**src/rtl/seg7_pkg.sv**
```systemverilog
// Shared constants for the seven-segment display decoder.
// Segment codes are {a,b,c,d,e,f,g} with a lit segment encoded as 0.
package seg7_pkg;

    localparam int NUM_DIGITS = 4;

    localparam logic [6:0] SEG_0     = 7'b0000001;
    localparam logic [6:0] SEG_1     = 7'b1001111;
    localparam logic [6:0] SEG_2     = 7'b0010010;
    localparam logic [6:0] SEG_3     = 7'b0000110;
    localparam logic [6:0] SEG_4     = 7'b1001100;
    localparam logic [6:0] SEG_5     = 7'b0100100;
    localparam logic [6:0] SEG_6     = 7'b0100000;
    localparam logic [6:0] SEG_7     = 7'b0001111;
    localparam logic [6:0] SEG_8     = 7'b0000000;
    localparam logic [6:0] SEG_9     = 7'b0000100;
    localparam logic [6:0] SEG_BLANK = 7'b1111111;

    typedef enum logic [1:0] {
        ST_IDLE = 2'd0,
        ST_DEC  = 2'd1,
        ST_HOLD = 2'd2
    } state_t;

endpackage

```
**src/rtl/seg7_digit_lut.sv**
```systemverilog
// Combinational map from one active-low segment pattern to a BCD digit,
// flagging blank and unrecognised patterns.
module seg7_digit_lut
    import seg7_pkg::*;
(
    input  logic [6:0] seg,
    output logic       is_blank,
    output logic       is_illegal,
    output logic [3:0] digit
);

    always_comb begin
        is_blank   = 1'b0;
        is_illegal = 1'b0;
        digit      = 4'd0;
        case (seg)
            SEG_0:     digit = 4'd0;
            SEG_1:     digit = 4'd1;
            SEG_2:     digit = 4'd2;
            SEG_3:     digit = 4'd3;
            SEG_4:     digit = 4'd4;
            SEG_5:     digit = 4'd5;
            SEG_6:     digit = 4'd6;
            SEG_7:     digit = 4'd7;
            SEG_8:     digit = 4'd8;
            SEG_9:     digit = 4'd9;
            SEG_BLANK: is_blank = 1'b1;
            default:   is_illegal = 1'b1;
        endcase
    end

endmodule

```
**src/rtl/seg7_decode.sv**
```systemverilog
// Four-digit seven-segment word to binary decoder, one digit per cycle, MSB first.
// Define SEG7_DECODE_DP_EN to capture per-digit decimal-point flags on dp.
//
//   state   | meaning
//   IDLE    | waiting for a word, in_ready high
//   DEC     | decoding digit idx (3 down to 0), one per cycle
//   HOLD    | result presented until out_ready
module seg7_decode
    import seg7_pkg::*;
#(
    parameter int ACTIVE_LOW = 1
) (
    input  logic        CLOCK,
    input  logic        RESET,
    input  logic        in_valid,
    output logic        in_ready,
    input  logic [31:0] seg_in,
    output logic        out_valid,
    input  logic        out_ready,
    output logic [13:0] value,
    output logic        err,
    output logic [3:0]  dp
);

    localparam logic [1:0] LAST_IDX = 2'(NUM_DIGITS - 1);

    state_t           state;
    logic [3:0][6:0]  seg_q;
    logic [1:0]       idx;
    logic [13:0]      acc;
    logic             err_q;
    logic             seen_q;

    logic [6:0]       seg_cur;
    logic [6:0]       seg_lut;
    logic             is_blank;
    logic             is_illegal;
    logic [3:0]       digit;
    logic [13:0]      acc_next;

    assign seg_cur = seg_q[idx];
    assign seg_lut = (ACTIVE_LOW != 0) ? seg_cur : ~seg_cur;

    seg7_digit_lut u_lut (
        .seg        (seg_lut),
        .is_blank   (is_blank),
        .is_illegal (is_illegal),
        .digit      (digit)
    );

    // Blank and illegal patterns already map to digit 0 in the LUT; 9999 fits in 14 bits.
    assign acc_next = (acc * 14'd10) + {10'd0, digit};

    always_ff @(posedge CLOCK or negedge RESET) begin
        if (!RESET) begin
            state  <= ST_IDLE;
            seg_q  <= '0;
            idx    <= 2'd0;
            acc    <= 14'd0;
            err_q  <= 1'b0;
            seen_q <= 1'b0;
        end else begin
            case (state)
                ST_IDLE: begin
                    if (in_valid) begin
                        for (int i = 0; i < NUM_DIGITS; i++)
                            seg_q[i] <= seg_in[8*i+1 +: 7];
                        acc    <= 14'd0;
                        err_q  <= 1'b0;
                        seen_q <= 1'b0;
                        idx    <= LAST_IDX;
                        state  <= ST_DEC;
                    end
                end
                ST_DEC: begin
                    acc <= acc_next;
                    if (is_blank) begin
                        // Only blanks after a real digit are suspicious; leading blanks are padding.
                        if (seen_q)
                            err_q <= 1'b1;
                    end else begin
                        seen_q <= 1'b1;
                        if (is_illegal)
                            err_q <= 1'b1;
                    end
                    if (idx == 2'd0)
                        state <= ST_HOLD;
                    else
                        idx <= idx - 2'd1;
                end
                ST_HOLD: begin
                    if (out_ready)
                        state <= ST_IDLE;
                end
                default: state <= ST_IDLE;
            endcase
        end
    end

    assign in_ready  = (state == ST_IDLE);
    assign out_valid = (state == ST_HOLD);
    assign value     = acc;
    assign err       = err_q;

`ifdef SEG7_DECODE_DP_EN
    logic [3:0] dp_raw_q;
    logic [3:0] dp_q;
    logic       dp_lit;

    assign dp_lit = (ACTIVE_LOW != 0) ? ~dp_raw_q[idx] : dp_raw_q[idx];

    always_ff @(posedge CLOCK or negedge RESET) begin
        if (!RESET) begin
            dp_raw_q <= 4'd0;
            dp_q     <= 4'd0;
        end else begin
            if (state == ST_IDLE && in_valid) begin
                for (int i = 0; i < NUM_DIGITS; i++)
                    dp_raw_q[i] <= seg_in[8*i];
                dp_q <= 4'd0;
            end else if (state == ST_DEC) begin
                dp_q[idx] <= dp_lit;
            end
        end
    end

    assign dp = dp_q;
`else
    logic unused_dp_bits;
    assign unused_dp_bits = ^{seg_in[24], seg_in[16], seg_in[8], seg_in[0]};
    assign dp = 4'd0;
`endif

endmodule

```
**config.mk**
```make
export PLATFORM = sky130hd
export DESIGN_NAME = seg7_decode
export DESIGN_NICKNAME = d
export VERILOG_FILES = /design/src/rtl/seg7_pkg.sv /design/src/rtl/seg7_digit_lut.sv /design/src/rtl/seg7_decode.sv
export SDC_FILE = /design/constraint.sdc
export NUM_CORES = 1
export LEC_CHECK = 0
export BUFFER_PORTS_ARGS = -buffer_cell sky130_fd_sc_hd__buf_2
export CORE_UTILIZATION = 55
export DETAILED_ROUTE_END_ITERATION = 8
export GPL_TIMING_DRIVEN = 0
export PLACE_DENSITY = 0.79
export SKIP_CTS_REPAIR_TIMING = 1
export SYNTH_ARGS = -nofsm -noshare
export SYNTH_HDL_FRONTEND = slang
export SYNTH_HIERARCHICAL = 1
export SYNTH_SLANG_ARGS = --single-unit
```
**constraint.sdc**
```tcl
create_clock -name CLOCK -period 4.7 [get_ports CLOCK]
set_input_delay 0.235 -clock CLOCK [delete_from_list [all_inputs] [get_ports CLOCK]]
set_output_delay 0.235 -clock CLOCK [all_outputs]
set_load 0.1 [all_outputs]
```
==> flow_metrics.tcl, run 1 <==
set metrics [dict create \
    row_count 26 \
    clk_latency_ns 0.30 \
    grt_antenna_before_repair 0 \
    core-area_mm2 0.005205 \
    rsz0062_at_grt "false" \
    crit_slowest_cell "mux4_2" \
    ys.flop_type "dfrtp_1" \
    nNetsFinal 449 \
    crit_buf_inv 1 \
    yosysUniqueCellTypes 57 \
    drv_cap 0 \
    fin_tns_setup_ns 0 \
    grt_pass1_wl_mm 11.61 \
    clock-skew-final_ns 0.008599 \
    wl_mm 6.689 \
    netlist_instances 330 \
    area_growth_pct 13.73 \
    whs_ns 0.1179 \
    finalNonFillerCells 458 \
    hold_violations 0 \
    drc_errors 0 \
    clock_sinks 48 \
    period_minus_slack_ns 4.433 \
    yosysSeqAreaShare_pct 39.57 \
    synth_top_cell_by_area "dfrtp_1" \
    vias 2524 \
    clkTransAtPathRegs_ns 0.08 \
    slew_headroom_pct 29.36 \
    dp_hpwl_mm 5.127 \
    synth-seq-cells 48 \
    tritoncts "built" \
    yosysMostFrequentCell "nand2_1" \
    hold_path_class "in -> async" \
    htree_levels 2 \
    yosys-top-cells-count "nand2_1 (103), dfrtp_1 (48), ha_1 (23)" \
    drive_above_1_share_pct 19.85 \
    gp_congestion 0.8941 \
    crit_chain "clkbuf_1 > mux4_2 > or4b_1 > o32a_1 > o31ai_2 > ha_1 > fa_1 > a21o_1 > nand2_1 > nor4b_2 > nand4_1 > or4_1 > nand3_1" \
    crit_path_max_fanout 10 \
    arrival_ns 4.67 \
    syn_area_mm2 0.003035 \
    io_buffers 48 \
    place_inst 451 \
    grt_max_degree 49 \
    finalSetupViolations 0 \
    period_share_pct 94.33 \
    grt_pass1_vias 2470 \
    crit_family "simple AND/OR/NAND/NOR gates" \
    diodes 0 \
    start_kind "register" \
    cts_buffer_depth 2 \
    cts_root_buf "clkbuf_8" \
    die-width_um 76.29 \
    cts_buffers 5 \
    crit_required_ns 4.94 \
    status "finished, final reports clean" \
    die-area_mm2 0.005820 \
    critPathMaxStageDelay_ns 0.68 \
    worstMarginPinSlew_ns 1.060 \
    wl_per_cell_um 14.60 \
    grt-ovfl-total 0 \
    start_util_pct 58.32 \
    syn_avg_cell_area_um2 9.198 \
    first_iter_violations 138 \
    slew_viol_final 0 \
    drtPass1Iterations 4 \
    max_freq_ghz 0.2256 \
    avgViaCountPerCell 5.511 \
    crit_type "reg -> reg" \
    synth_edf_count 0 \
    track_usage_pct 25.21 \
    synth_top_area_share_pct 39.57 \
    die_h_um 76.29 \
    ant_nets 0 \
    yosys-top-cells-area "dfrtp_1 (40%), nand2_1 (13%), ha_1 (9.5%), mux4_2 (5.2%), xnor2_1 (2.3%)" \
    async_flop_share_pct 100.0 \
    ys_warn_count 6 \
    end_kind "register" \
    ios 57 \
]
cell type report:
| class | instances | area [um2] |
|---|---|---|
| Clock inverter | 1 | 5.005 |
| Buffer | 18 | 86.33 |
| Timing Repair Buffer | 48 | 240.2 |
| Multi-Input combinational cell | 262 | 1740 |
| Fill cell | 462 | 1753 |
| Tap cell | 70 | 87.58 |
| Sequential cell | 48 | 1201 |
| Clock buffer | 6 | 72.57 |
| Inverter | 5 | 18.77 |
through the flow:
stage	instance area (um2)	setup slack (ns)	utilization [%]
3_5_place_dp	3374	0.2389	64.83
6_report	3452	0.2666	66.32
4_1_cts	3452	0.2377	66.32
3_3_place_gp	3374	0.4299	64.83
2_1_floorplan	3047	0.8416	-
5_1_grt	3452	0.01836	66.32
cells in the final DEF (no fill, tap or decap), drive strengths merged, types with 2 or more instances in the layout:
cell	netlist	routed
nand3	12	12
ha	23	23
nor3	4	4
xor2	9	9
o31ai	5	5
nor4	3	3
or3	2	2
conb	1	4
and3	2	2
a211oi	2	2
mux4	7	7
clkbuf	13	19
nand4	2	2
o21ai	14	14
buf	5	53
a21o	4	4
nand2	103	103
fa	2	2
a21oi	11	11
o211ai	2	2
dfrtp	48	48
a31oi	2	2
nor2	11	11
inv	5	5
xnor2	8	8
nor2b	4	4
nand2b	3	3
worst paths after layout:
check | from | to | slack, ns | cells after the start
worst max register to register | idx[0] | value[13] | 0.27 | 13
worst min-delay path | RESET | seg_q[3] | 0.12 | 1
worst max-delay path | idx[0] | value[13] | 0.27 | 13
worst min register to register | seg_q[20] | seg_q[20] | 0.48 | 2
max in group asynchronous | RESET | value[2] | 3.91 | 1
min in group CLOCK | seg_in[29] | seg_q[25] | 0.12 | 3
state kept, by name, indices dropped and copies added (netlist names):
name,cells
err,1
idx,2
seen_q,1
seg_q,28
state,2
value,14
per-layer routing:
layer	part of all wire, %	vias up	track usage [%]
met2	50	65	40.90
met1	45	1196	34.84
met5	0	-	0
met3	3.9	11	3.713
li1	-	1252	-
met4	1.2	0	8.269
cell families after synthesis:
group	Yosys count	synth area share (%)
AOI/OAI and AO/OA	50	11.71
xor gates and xnor gates	17	5.153
adders and majority gates	25	10.80
buffers and inverters	23	3.463
DFF	48	39.57
muxes	8	5.565
other	1	0.1235
and+or+nand+nor	158	23.62
worst register-to-register path, stage by stage, from the launching register on:
cell and delay (ns):
dfrtp_1 0.33, clkbuf_1 0.55, mux4_2 0.69, or4b_1 0.59, o32a_1 0.21, o31ai_2 0.10
ha_1 0.25, fa_1 0.22, a21o_1 0.13, nand2_1 0.12, nor4b_2 0.32, nand4_1 0.24
or4_1 0.55, nand3_1 0.08
Power of run 1 is not shown: default switching activity piles up to over one toggle a cycle in this logic, so the estimate is an artifact.
==> run 2, diff against run 1 <==
REMOVE_ABC_BUFFERS = 1   (was not set)
==> flow_metrics.tcl, run 2 (synthesis results as in run 1) <==
set metrics [dict create \
    wl_met2_mm 3.064 \
    grt-ovfl-total 0 \
    layout_common_cells "nand2_1 (103), dfrtp_1 (48), buf_2 (48)" \
    wl_per_cell_um 13.75 \
    dr.max_layer_used "met4" \
    hold_violations 0 \
    clkTransAtPathRegs_ns 0.09 \
    drc_errors 0 \
    drv_cap 0 \
    end_kind "register" \
    diodes 0 \
    max_freq_ghz 0.2408 \
    dp_hpwl_mm 4.403 \
    hp-start "seg_in[20]" \
    finalSetupViolations 0 \
    finalInstanceArea_mm2 0.003385 \
    crit_required_ns 4.94 \
    die-width_um 76.29 \
    r2r_cells 12 \
    worstMarginPinSlew_ns 1.283 \
    first_iter_violations 97 \
    layout_commonest_cell "nand2_1" \
    core-area_mm2 0.005205 \
    r2r-start "idx[0]" \
    period_minus_slack_ns 4.153 \
    wl_mm 6.063 \
    grt_pass1_vias 2384 \
    fin_ws_ns 0.5474 \
    avgViaCountPerCell 5.528 \
    clock-skew-final_ns 0.006960 \
    grt_antenna_before_repair 0 \
    grt_pass1_wl_mm 10.64 \
    drtPass1Iterations 4 \
    start_kind "register" \
    grt_max_degree 49 \
    gp_congestion 0.8406 \
    min_path_cells 3 \
    rsz0062_at_grt "false" \
    slew_headroom_pct 14.24 \
    fin_tns_setup_ns 0 \
    hold_path_class "in -> reg" \
    die_h_um 76.29 \
    die-area_mm2 0.005820 \
    r2r_slack_ns 0.55 \
    clk_latency_ns 0.30 \
    vias 2438 \
    status "finished, final reports clean" \
    cts_buffers 5 \
    fill_cells 449 \
    min_to "seg_q[17]" \
    ios 57 \
    io_buffers 48 \
    placed_area_mm2 0.003288 \
    drive_above_1_share_pct 19.95 \
    finalNonFillerCells 441 \
    cts_buffer_depth 2 \
    crit_path_max_fanout 10 \
    clock_sinks 48 \
    r2r_end "value[13]" \
    ant_nets 0 \
    start_util_pct 58.32 \
    period_share_pct 88.35 \
    nNetsFinal 431 \
    track_usage_pct 22.82 \
    place_worst_setup_slack_ns 0.5835 \
    row_count 26 \
    largest-register "seg_q" \
    cts_root_buf "clkbuf_8" \
    wl_met1_mm 2.725 \
    route.met3.wl_um 213 \
    arrival_ns 4.39 \
    area_growth_pct 11.50 \
    tritoncts "built" \
    largest_reg_flops 28 \
    htree_levels 2 \
    place_inst 433 \
    slew_viol_final 0 \
    crit_type "reg -> reg" \
]
run 2: cell types whose count changed in the layout (fill, tap and decap cells not counted), sizes merged:
cell | previous run | this run
clkbuf | 19 | 6
inv | 5 | 6
buf | 53 | 48
run 2: stage by stage:
| stage | utilization [%] | hold slack [ns] |
|---|---|---|
| 2_1_floorplan | - | -0.06059 |
| 3_3_place_gp | 63.17 | 0.4232 |
| 3_5_place_dp | 63.17 | 0.4283 |
| 4_1_cts | 65.02 | 0.1108 |
| 5_1_grt | 65.02 | 0.1091 |
| 6_report | 65.02 | 0.1134 |
run 2: worst max path at each step:
stage          startpoint         to  slack (ns)
6_report           idx[0]  value[13]        0.55
5_1_grt            idx[0]  value[12]        0.34
4_1_cts            idx[0]  value[13]        0.55
3_5_place_dp       idx[0]  value[13]        0.58
3_3_place_gp       idx[0]  value[13]        0.68
2_1_floorplan      idx[0]  value[13]        1.01
run 2: cell type report:
class / instances / area [um2] / share of cell area [%]
clock buffer: 6 / 82.58 / 2.440
timing repair buffer: 48 / 240.2 / 7.098
sequential: 48 / 1201 / 35.49
tap: 70 / 87.58 / 2.588
multi-input combinational: 262 / 1740 / 51.42
clock inverter: 2 / 13.76 / 0.4067
inverter: 5 / 18.77 / 0.5545
run 2: routing by layer:
layer  track usage (%)  vias to the layer above
li1                  -                     1215
met1             30.28                     1156
met5                 0                        -
met3             3.713                        9
met2             38.65                       58
met4             6.538                        0
run 2: worst max-delay path, stage by stage (launching register included):
cell and delay, ns:
dfrtp_1 0.69, mux4_2 0.66, or4b_1 0.54, o32a_1 0.20, o31ai_2 0.10, ha_1 0.25
fa_1 0.24, a21o_1 0.14, nand2_1 0.12, nor4b_2 0.28, nand4_1 0.23, or4_1 0.55
nand3_1 0.09
Power of run 2 is left out for the same reason.
